[config.mk]
export PLATFORM = sky130hd
export DESIGN_NAME = fios_res_collector
export DESIGN_NICKNAME = d
export VERILOG_FILES = /design/src/rtl/fios_collect_pkg.sv /design/src/rtl/fios_word_sub.sv /design/src/rtl/fios_res_collector.sv
export SDC_FILE = /design/constraint.sdc
export NUM_CORES = 1
export LEC_CHECK = 0
export CAP_MARGIN = 10
export CORE_UTILIZATION = 40
export CTS_CLUSTER_SIZE = 30
export DETAILED_ROUTE_END_ITERATION = 16
export HOLD_SLACK_MARGIN = 0.03
export PLACE_DENSITY = 0.61
export SKIP_CTS_REPAIR_TIMING = 1
export SYNTH_ARGS = -nofsm -noshare
export SYNTH_HDL_FRONTEND = slang
export SYNTH_HIERARCHICAL = 1
export SYNTH_SLANG_ARGS = --single-unit
[constraint.sdc]
create_clock -name clock_i -period 2.72 [get_ports clock_i]
set_input_delay 0.544 -clock clock_i [delete_from_list [all_inputs] [get_ports clock_i]]
set_output_delay 0.544 -clock clock_i [all_outputs]
set_load 0.05 [all_outputs]
[src/rtl/fios_collect_pkg.sv]
// Shared types for the FIOS result collector: default word width, FSM states, word type.
package fios_collect_pkg;

  localparam int DEFAULT_WORD_WIDTH = 17;

  typedef enum logic [1:0] {
    IDLE    = 2'd0,
    COLLECT = 2'd1,
    OUTPUT  = 2'd2
  } state_t;

  typedef logic [DEFAULT_WORD_WIDTH-1:0] word_t;

endpackage

[src/rtl/fios_word_sub.sv]
// One word of the serial final subtraction: diff = a - b - borrow_in with borrow out.
module fios_word_sub #(
  parameter int WIDTH = fios_collect_pkg::DEFAULT_WORD_WIDTH
) (
  input  logic [WIDTH-1:0] a,
  input  logic [WIDTH-1:0] b,
  input  logic             borrow_in,
  output logic [WIDTH-1:0] diff,
  output logic             borrow_out
);

  // One extra bit: the MSB of the widened difference is set exactly when a < b + borrow_in.
  logic [WIDTH:0] wide;

  assign wide       = {1'b0, a} - {1'b0, b} - {{WIDTH{1'b0}}, borrow_in};
  assign diff       = wide[WIDTH-1:0];
  assign borrow_out = wide[WIDTH];

endmodule

[src/rtl/fios_res_collector.sv]
// Captures FIOS chain result words, applies the final conditional subtraction and streams
// the reduced result out LSW first. Subtraction is compiled only with FIOS_FINAL_SUB_EN.
//
// state   | meaning
// IDLE    | waiting for start_i
// COLLECT | capturing result words from the last PE
// OUTPUT  | streaming the reduced words over valid/ready
module fios_res_collector
  import fios_collect_pkg::*;
#(
  parameter int WORD_WIDTH = DEFAULT_WORD_WIDTH,
  parameter int WORD_COUNT = 16,
  localparam int CNT_WIDTH = (WORD_COUNT > 1) ? $clog2(WORD_COUNT) : 1
) (
  input  logic                  clock_i,
  input  logic                  reset_n_i,
  input  logic                  start_i,
  input  logic                  res_valid_i,
  input  logic [WORD_WIDTH-1:0] res_i,
  input  logic [WORD_WIDTH-1:0] p_i,
  input  logic                  res_carry_i,
  output logic                  out_valid_o,
  input  logic                  out_ready_i,
  output logic [WORD_WIDTH-1:0] out_word_o,
  output logic                  out_last_o,
  output logic                  busy_o
);

  localparam logic [CNT_WIDTH-1:0] LAST_IDX = CNT_WIDTH'(WORD_COUNT - 1);

  state_t                state;
  logic [CNT_WIDTH-1:0]  wr_cnt;
  logic [CNT_WIDTH-1:0]  rd_cnt;
  logic [CNT_WIDTH-1:0]  rd_nxt;
  logic                  capture;
  logic                  wr_last;
  logic                  rd_last;
  logic [WORD_WIDTH-1:0] word_first;
  logic [WORD_WIDTH-1:0] word_next;
  logic [WORD_WIDTH-1:0] t_buf [WORD_COUNT];

  assign capture = (state == COLLECT) && res_valid_i && !start_i;
  assign wr_last = (wr_cnt == LAST_IDX);
  assign rd_last = (rd_cnt == LAST_IDX);
  assign rd_nxt  = rd_cnt + CNT_WIDTH'(1);

`ifdef FIOS_FINAL_SUB_EN
  logic                  borrow;
  logic                  borrow_nxt;
  logic                  sel_d;
  logic [WORD_WIDTH-1:0] diff;
  logic [WORD_WIDTH-1:0] d_buf [WORD_COUNT];

  fios_word_sub #(
    .WIDTH(WORD_WIDTH)
  ) u_word_sub (
    .a          (res_i),
    .b          (p_i),
    .borrow_in  (borrow),
    .diff       (diff),
    .borrow_out (borrow_nxt)
  );

  always_ff @(posedge clock_i or negedge reset_n_i) begin
    if (!reset_n_i) begin
      borrow <= 1'b0;
      sel_d  <= 1'b0;
    end else if (start_i) begin
      borrow <= 1'b0;
    end else if (capture) begin
      borrow <= borrow_nxt;
      // A set top carry means T exceeds any s-word modulus, so it overrides the borrow.
      if (wr_last) sel_d <= res_carry_i | ~borrow_nxt;
    end
  end

  always_ff @(posedge clock_i) begin
    if (capture) d_buf[wr_cnt] <= diff;
  end

  assign word_first = sel_d ? d_buf[0] : t_buf[0];
  assign word_next  = sel_d ? d_buf[rd_nxt] : t_buf[rd_nxt];
`else
  logic unused_inputs;

  assign unused_inputs = ^{p_i, res_carry_i};
  assign word_first    = t_buf[0];
  assign word_next     = t_buf[rd_nxt];
`endif

  // Buffer contents are don't-care after reset, so the storage carries no reset.
  always_ff @(posedge clock_i) begin
    if (capture) t_buf[wr_cnt] <= res_i;
  end

  always_ff @(posedge clock_i or negedge reset_n_i) begin
    if (!reset_n_i) begin
      state       <= IDLE;
      wr_cnt      <= '0;
      rd_cnt      <= '0;
      out_valid_o <= 1'b0;
      out_last_o  <= 1'b0;
      out_word_o  <= '0;
      busy_o      <= 1'b0;
    end else if (start_i) begin
      state       <= COLLECT;
      wr_cnt      <= '0;
      rd_cnt      <= '0;
      out_valid_o <= 1'b0;
      out_last_o  <= 1'b0;
      busy_o      <= 1'b1;
    end else begin
      case (state)
        IDLE: begin
          busy_o <= 1'b0;
        end
        COLLECT: begin
          if (res_valid_i) begin
            if (wr_last) state <= OUTPUT;
            else         wr_cnt <= wr_cnt + CNT_WIDTH'(1);
          end
        end
        OUTPUT: begin
          // Entry cycle: the last word has just landed in the buffers, present word 0.
          if (!out_valid_o) begin
            out_valid_o <= 1'b1;
            out_word_o  <= word_first;
            out_last_o  <= (LAST_IDX == '0);
            rd_cnt      <= '0;
          end else if (out_ready_i) begin
            if (rd_last) begin
              state       <= IDLE;
              out_valid_o <= 1'b0;
              out_last_o  <= 1'b0;
              busy_o      <= 1'b0;
            end else begin
              rd_cnt     <= rd_nxt;
              out_word_o <= word_next;
              out_last_o <= (rd_nxt == LAST_IDX);
            end
          end
        end
        default: state <= IDLE;
      endcase
    end
  end

endmodule

==> results of run 1 <==
[cells by family after synthesis]
family | share of synthesized area [%]
flip-flops | 75.4
AND/OR/NAND/NOR | 4.75
multiplexers | 13.1
AO/OA/AOI/OAI | 3.95
buffers and inverters | 1.60
adder cells (fa/ha/maj) | 0.635
XOR/XNOR | 0.561
[worst paths after layout]
| kind | from | endpoint | slack (ns) | depth (start not counted) |
|---|---|---|---|---|
| min in group clock_i | out_word_o[9]$_DFFE_PN0P_ | out_word_o[9]$_DFFE_PN0P_ | 0.52 | 2 |
| setup reg to reg | rd_cnt[0]$_DFFE_PN0P_ | out_word_o[14]$_DFFE_PN0P_ | 0.55 | 8 |
| hold reg to reg | out_word_o[9]$_DFFE_PN0P_ | out_word_o[9]$_DFFE_PN0P_ | 0.52 | 2 |
| max in group asynchronous | reset_n_i | rd_cnt[0]$_DFFE_PN0P_ | 1.94 | 2 |
| setup / recovery | out_valid_o$_DFFE_PN0P_ | out_valid_o | 0.37 | 1 |
| hold / removal | reset_n_i | wr_cnt[3]$_DFFE_PN0P_ | 0.41 | 2 |
[synthesized netlist by cell type]
| library cell | n | area (um^2) |
|---|---|---|
| a211oi_1 | 1 | 7.51 |
| a21o_1 | 2 | 15.0 |
| a21oi_1 | 2 | 10.0 |
| a22o_1 | 1 | 8.76 |
| a22oi_1 | 17 | 128 |
| a31o_2 | 1 | 8.76 |
| a32oi_4 | 1 | 27.5 |
| a41oi_4 | 1 | 27.5 |
| and2b_1 | 1 | 7.51 |
| and3_1 | 1 | 6.26 |
| buf_2 | 10 | 50.1 |
| buf_4 | 9 | 67.6 |
| buf_6 | 2 | 22.5 |
| clkbuf_1 | 9 | 33.8 |
| dfrtp_1 | 30 | 751 |
| edfxtp_1 | 272 | 8170 |
| ha_1 | 6 | 75.1 |
| inv_1 | 4 | 15.0 |
| mux2_2 | 1 | 11.3 |
| mux2i_1 | 1 | 10.0 |
| mux4_2 | 68 | 1530 |
| nand2_1 | 63 | 236 |
| nand2b_1 | 4 | 25.0 |
| nand3_1 | 21 | 105 |
| nand3b_1 | 1 | 7.51 |
| nand4_1 | 3 | 18.8 |
| nor2_1 | 22 | 82.6 |
| nor2_2 | 1 | 6.26 |
| nor2b_1 | 3 | 18.8 |
| nor3_1 | 5 | 25.0 |
| nor3b_1 | 1 | 7.51 |
| o21ai_0 | 13 | 65.1 |
| o21ai_1 | 11 | 55.1 |
| o22ai_1 | 17 | 106 |
| o31ai_1 | 1 | 7.51 |
| or2_4 | 1 | 8.76 |
| or3_1 | 1 | 6.26 |
| xnor2_1 | 1 | 8.76 |
| xnor2_2 | 2 | 32.5 |
| xor2_1 | 1 | 8.76 |
| xor2_2 | 1 | 16.3 |
[power by group]
group / switching [uW] / internal [uW] / leakage, uW / total, uW
sequential: 13.9 / 5090 / 0.00286 / 5110
clock: 1690 / 2240 / 0.000449 / 3940
combinational: 118 / 56.0 / 0.00117 / 174
[layout by cell type (no fill, tap or decap), types with 13 or more instances in the layout]
cell	synthesis	routed
dfrtp_1	30	29
clkdlybuf4s50_1	0	41
edfxtp_1	272	272
clkbuf_16	0	29
nor2_2	1	13
mux4_2	68	68
a22oi_1	17	17
nand3_1	21	21
o22ai_1	17	17
buf_12	0	20
nand2_1	63	63
o21ai_0	13	13
[routing by layer]
layer	wire length (um)	track usage [%]	vias to the layer above
met5	0	0	-
met4	374	3.51	0
met3	1410	2.06	31
met2	12600	28.8	183
met1	10800	24.0	3164
li1	-	-	2629
[final cells by class]
cell class | count | share of cell area [%]
Multi-Input combinational cell | 277 | 19.8
Clock buffer | 31 | 5.23
Timing Repair Buffer | 72 | 6.37
Sequential cell | 302 | 63.6
Inverter | 4 | 0.107
Tap cell | 384 | 3.43
Clock inverter | 22 | 1.45
[flip-flops by register name (all words and copies together), names as in the netlist]
signal and flops:
busy_o 1, out_last_o 1, out_valid_o 1, out_word_o 17
rd_cnt 4, state 2, t_buf 272, wr_cnt 4
[metrics by stage]
step,hold slack (ns),instances,worst slack [ns],total power [uW],cell area (um^2)
2_1_floorplan,0.248,613,0.0416,5240,11800
3_3_place_gp,0.490,1039,0.378,5370,13100
3_5_place_dp,0.509,1039,0.336,5380,13100
4_1_cts,0.426,1092,0.348,9300,14000
5_1_grt,0.462,1092,0.324,9490,14000
6_report,0.412,1092,0.367,9220,14000
==> results_tabular.tex, run 1 <==
\begin{tabular}{lr}
\hline
Metric & Value \\
\hline
\multicolumn{2}{l}{\textbf{Worst setup path}} \\
CP max stage cell & clkdlybuf4s50\_1 \\
Worst Path Max Fanout & 6 \\
Combined buffer and inverter count along the critical path & 1 \\
CP endpoint kind & output pin \\
Crit-path max cell delay & around 0.84 ns \\
Critical path class & flip-flop to output pin \\
List of cells traversed by the critical path & clkdlybuf4s50\_1 \\
Kind of start point of the critical path & flip-flop \\
Cell class contributing the biggest share of worst-path delay & buffers and inverters \\
Data required, critical path & roughly 2.2 ns \\
Crit path arrival time & $\sim$1.8 ns \\
\multicolumn{2}{l}{\textbf{Yosys}} \\
Yosys cell types & about 40 \\
Fraction of the yosys area taken by sequential cells & about three quarters \\
Net count after synthesis & $\sim$660 \\
Synthesis warning total & 6 \\
Avg Cell Area, Syn & 19.3 um\^{}2 \\
Flop and latch count out of synthesis & 302 \\
Cell count after synthesis & approximately 610 \\
Post-synth design cell area & $\sim$12000 um\^{}2 \\
\multicolumn{2}{l}{\textbf{Clock tree}} \\
Depth of the CTS H-tree & 1 \\
Buffer cell driving the clock tree root & clkbuf\_16 \\
TritonCTS Buffers & 29 \\
CTS clock-pin slew for the worst setup and hold paths & roughly 0.07 ns \\
Clock tree from TritonCTS & yes \\
Clk sinks & approximately 300 \\
Worst-skew pair later-pin latency & between 0.5 and 0.6 ns \\
Buffer levels on the longest clock path & 3 \\
\multicolumn{2}{l}{\textbf{STA}} \\
Clk\_skew & $\sim$0.013 ns \\
RSZ-0062 raised after global routing & no \\
Share of the clock period used by the worst path & 86.5\% \\
Final Max Slew Viols & 0 \\
Final TNS setup & 0 ns \\
Worst slew margin & 56.4\% \\
Count of endpoints failing hold in the final timing report & 0 \\
Slew at the pin with the worst max-slew slack & between 0.6 and 0.7 ns \\
Tmin final & between 2 and 2.5 ns \\
Final count of negative-setup-slack endpoints & 0 \\
Max Freq & 425 MHz \\
\multicolumn{2}{l}{\textbf{Global route}} \\
Largest net degree at the start of global routing & between 40 and 50 \\
Grt total ovfl & 0 \\
Number of global-route vias before repair & roughly 6200 \\
Wire length of the first global-routing pass & slightly below 40 mm \\
Antenna violations before repair & 0 \\
GRT Overall Usage & 17.1\% \\
\multicolumn{2}{l}{\textbf{Routing}} \\
Total wire length & about 25 mm \\
Iteration-0 DRC count of the detailed router & between 500 and 600 \\
Residual antenna-violating net count after detailed routing & 0 \\
Number of DRC violations after detailed routing & 0 \\
Detailed-route via count & approximately 6000 \\
Routed via count divided by cell count & $\sim$5.5 \\
Number of search-and-repair iterations in the first detailed-routing pass & 7 \\
Routed length per placed instance & around 23 um \\
\multicolumn{2}{l}{\textbf{Die}} \\
Standard cell core area & between 20000 and 30000 um\^{}2 \\
Die extent in x & between 150 and 200 um \\
Initial core utilization & between 40 and 50\% \\
Number of cell rows & 62 \\
Full die area & between 30000 and 40000 um\^{}2 \\
Die Ht & about 170 um \\
I/O pin count & 60 \\
\multicolumn{2}{l}{\textbf{Final layout}} \\
Area overhead of the layout relative to synthesis & 18.5\% \\
Total inserted antenna cells & 0 \\
Final standard cell utilization of the core & roughly half \\
Total area of sequential cells & slightly below 9000 um\^{}2 \\
Layout fillers & between 2000 and 2500 \\
Number of nets at the end of the flow & approximately 730 \\
Area occupied by multi-input gates & about 2800 um\^{}2 \\
Layout cells sized above 1 & about a quarter \\
\multicolumn{2}{l}{\textbf{Power}} \\
Static leakage & approximately 0.0045 uW \\
Ratio of total power to cell area & about 660 nW/um\^{}2 \\
Peak VDD IR & 0.544 mV \\
\multicolumn{2}{l}{\textbf{Hold path}} \\
Type of the most critical hold path & input pin to async pin \\
\multicolumn{2}{l}{\textbf{Place}} \\
Count of buffers inserted at the top-level ports & approximately 40 \\
Detailed placement HPWL & between 10 and 15 mm \\
Routability-driven placement congestion ratio & between 0.7 and 0.8 \\
\multicolumn{2}{l}{\textbf{Run status}} \\
Run status & complete, no violations \\
\multicolumn{2}{l}{\textbf{Run}} \\
Max-cap check violation count & 0 \\
\hline
\end{tabular}
Power figures use the tool's default switching activity.
==> inputs of run 2 (changes only) <==
--- a/config.mk
+++ b/config.mk
@@ -10,7 +10,7 @@
 export CTS_CLUSTER_SIZE = 30
 export DETAILED_ROUTE_END_ITERATION = 16
 export HOLD_SLACK_MARGIN = 0.03
-export PLACE_DENSITY = 0.61
+export PLACE_DENSITY = 0.62
 export SKIP_CTS_REPAIR_TIMING = 1
 export SYNTH_ARGS = -nofsm -noshare
 export SYNTH_HDL_FRONTEND = slang
==> results_tabular.tex, run 2 (same netlist as run 1, synthesis figures left out) <==
\begin{tabular}{lr}
\hline
Metric & Value \\
\hline
\multicolumn{2}{l}{\textbf{Place}} \\
Post-placement setup slack & 0.356 ns (+0.0202 ns) \\
Routability-driven placement congestion ratio & 0.787 (+2.0\%) \\
Count of buffers inserted at the top-level ports & 41 (unchanged) \\
Detailed placement HPWL & 14.5 mm (-1.4\%) \\
\multicolumn{2}{l}{\textbf{Final layout}} \\
Total inserted antenna cells & 0 (unchanged) \\
Commonest cells after routing, fill and taps aside & edfxtp\_1, mux4\_2, nand2\_1 \\
Area occupied by multi-input gates & 2780 um\^{}2 (unchanged) \\
Total area of sequential cells & 8920 um\^{}2 (unchanged) \\
Leading registers by flop count & t\_buf (272), out\_word\_o (17) \\
Layout fillers & 2332 (-0.68\%) \\
Layout cells sized above 1 & 24.6\% (+0.71 points) \\
Number of nets at the end of the flow & 731 (-0.14\%) \\
Most frequent standard cell in the layout excluding fill and tap cells & edfxtp\_1 \\
Flip-flop count of the largest register, all copies and words added & 272 (unchanged) \\
Area overhead of the layout relative to synthesis & 18.4\% \\
Register ranked first by flip-flop count & t\_buf \\
\multicolumn{2}{l}{\textbf{Run}} \\
Max-cap check violation count & 0 (unchanged) \\
\multicolumn{2}{l}{\textbf{Worst setup path}} \\
Worst Path Max Fanout & 6 (unchanged) \\
Data required, critical path & 2.18 ns (about the same) \\
Cell class contributing the biggest share of worst-path delay & buffers and inverters \\
Crit-path max cell delay & 0.83 ns (about the same) \\
Combined buffer and inverter count along the critical path & 1 (unchanged) \\
Kind of start point of the critical path & flip-flop \\
CP startpoint & out\_valid\_o\$\_DFFE\_PN0P\_ \\
Worst reg2reg endpoint & out\_word\_o[12]\$\_DFFE\_PN0P\_ \\
List of cells traversed by the critical path & clkdlybuf4s50\_1 \\
Number of cells on the critical path & 1 (unchanged) \\
Critical path class & flip-flop to output pin \\
CP max stage cell & clkdlybuf4s50\_1 \\
Crit path arrival time & 1.81 ns (about the same) \\
Reg2Reg Depth & 7 (-1) \\
Setup slack of the most critical reg-to-reg path & 0.52 ns (-0.03 ns) \\
CP endpoint kind & output pin \\
Beginning of the worst register-to-register path & rd\_cnt[0]\$\_DFFE\_PN0P\_ \\
\multicolumn{2}{l}{\textbf{Global route}} \\
Number of global-route vias before repair & 6265 (+1.5\%) \\
Largest net degree at the start of global routing & 51 (+19\%) \\
Grt total ovfl & 0 (unchanged) \\
Wire length of the first global-routing pass & 37.5 mm (-2.6\%) \\
Antenna violations before repair & 0 (unchanged) \\
GRT Overall Usage & 16.6\% (-0.50 points) \\
\multicolumn{2}{l}{\textbf{STA}} \\
Count of endpoints failing hold in the final timing report & 0 (unchanged) \\
Final TNS setup & 0 ns (unchanged) \\
Final Max Slew Viols & 0 (unchanged) \\
Slew at the pin with the worst max-slew slack & 0.627 ns (-0.0257 ns) \\
Clk\_skew & 0.0220 ns (+0.00881 ns) \\
RSZ-0062 raised after global routing & no \\
Share of the clock period used by the worst path & 86.5\% (about the same) \\
Max Freq & 425 MHz (about the same) \\
Least setup slack across all paths after layout & 0.366 ns (-0.000537 ns) \\
Tmin final & 2.35 ns (+0.000537 ns) \\
Worst slew margin & 58.1\% (+1.7 points) \\
Final count of negative-setup-slack endpoints & 0 (unchanged) \\
\multicolumn{2}{l}{\textbf{Die}} \\
Number of cell rows & 62 (unchanged) \\
Die Ht & 174 um (unchanged) \\
Full die area & 30300 um\^{}2 (unchanged) \\
Standard cell core area & 28900 um\^{}2 (unchanged) \\
Die extent in x & 174 um (unchanged) \\
I/O pin count & 60 (unchanged) \\
Initial core utilization & 40.9\% (unchanged) \\
\multicolumn{2}{l}{\textbf{Routing}} \\
Iteration-0 DRC count of the detailed router & 531 (-5.0\%) \\
Number of search-and-repair iterations in the first detailed-routing pass & 5 (-2) \\
Total wire length & 24.7 mm (-2.0\%) \\
Number of DRC violations after detailed routing & 0 (unchanged) \\
Routed via count divided by cell count & 5.44 (-1.0\%) \\
Residual antenna-violating net count after detailed routing & 0 (unchanged) \\
Routed length per placed instance & 22.6 um (-2.0\%) \\
Detailed-route via count & 5945 (-1.0\%) \\
\multicolumn{2}{l}{\textbf{Clock tree}} \\
Buffer cell driving the clock tree root & clkbuf\_16 \\
Clock tree from TritonCTS & yes \\
TritonCTS Buffers & 29 (unchanged) \\
Buffer levels on the longest clock path & 3 (unchanged) \\
Worst-skew pair later-pin latency & 0.56 ns (about the same) \\
Depth of the CTS H-tree & 1 (unchanged) \\
CTS clock-pin slew for the worst setup and hold paths & 0.06 ns (about the same) \\
Clk sinks & 302 (unchanged) \\
\multicolumn{2}{l}{\textbf{Power}} \\
Combinational share of power & 1.9\% (about the same) \\
Switching power as a share of total power & 19.9\% (+0.12 points) \\
Portion of total power attributed to the clock network & 42.7\% (about the same) \\
Net switching power & 1840 uW (+0.68\%) \\
Static leakage & 0.00448 uW (+0.10\%) \\
Ratio of total power to cell area & 659 nW/um\^{}2 (+0.19\%) \\
Peak VDD IR & 0.493 mV (-9.5\%) \\
Cell-internal power & 7390 uW (about the same) \\
Relative contribution of sequential cells to total power & 55.4\% (about the same) \\
\multicolumn{2}{l}{\textbf{Run status}} \\
Run status & complete, no violations \\
\multicolumn{2}{l}{\textbf{Hold path}} \\
Type of the most critical hold path & input pin to async pin \\
\hline
\end{tabular}
-- run 2: changes by cell type in the layout (fill, tap and decap cells not counted) --
cell and delta:
clkbuf_8 +3, clkbuf_1 -1, clkinv_1 -4, inv_6 -1
clkinv_4 +2, buf_12 -2, bufinv_16 -1, clkinv_2 +4
buf_4 +1, clkinvlp_4 -1
-- run 2: cell type report --
cell class	instances	area share, %
multi-input cells	277	19.8
repair buffers	71	6.15
clock inverters	21	1.29
flip-flops and latches	302	63.7
well taps	384	3.43
clock buffers	33	5.50
inverters	4	0.107
-- run 2: worst max path at each step --
| stage | endpoint | slack, ns |
|---|---|---|
| final | out_valid_o | 0.37 |
| after global routing | out_valid_o | 0.30 |
| after CTS | out_valid_o | 0.35 |
| after detailed placement | t_buf[3][8]$_DFFE_PP_ | 0.36 |
| after global placement | t_buf[3][7]$_DFFE_PP_ | 0.39 |
| after floorplan | t_buf[3][0]$_DFFE_PP_ | 0.04 |
-- run 2: per-stage QoR --
stage          util [%]  cell area [um^2]  total power (uW)  std cells  hold slack, ns
3_3_place_gp       45.1             13100              5370       1038           0.493
4_1_cts            48.4             14000              9300       1092           0.399
5_1_grt            48.4             14000              9470       1092           0.459
2_1_floorplan         -             11800              5240        613           0.248
6_report           48.4             14000              9220       1092           0.403
3_5_place_dp       45.1             13100              5380       1038           0.500
-- run 2: per-layer routing --
metal	wire length [um]	global-route usage (%)
met1	10200	21.6
met2	12600	29.1
met3	1390	2.36
met4	491	4.53
met5	0	0
-- run 2: power by group through the flow --
stage / Sequential [uW] / Clock [uW] / Combinational (uW)
after floorplan: 5200 / 0 / 42.3
after CTS: 5110 / 4020 / 176
after global placement: 5200 / 0 / 163
after global routing: 5110 / 4170 / 190
final: 5110 / 3940 / 172
after detailed placement: 5210 / 0 / 175
==> inputs of run 3 (changes only) <==
--- a/config.mk
+++ b/config.mk
@@ -5,10 +5,11 @@
 export SDC_FILE = /design/constraint.sdc
 export NUM_CORES = 1
 export LEC_CHECK = 0
-export CAP_MARGIN = 10
+export CAP_MARGIN = 20
 export CORE_UTILIZATION = 40
 export CTS_CLUSTER_SIZE = 30
 export DETAILED_ROUTE_END_ITERATION = 16
+export GPL_ROUTABILITY_DRIVEN = 0
 export HOLD_SLACK_MARGIN = 0.03
 export PLACE_DENSITY = 0.62
 export SKIP_CTS_REPAIR_TIMING = 1
==> results of run 3 <==
Same layout as run 2: the final DEF is identical, and so are final timing and power.
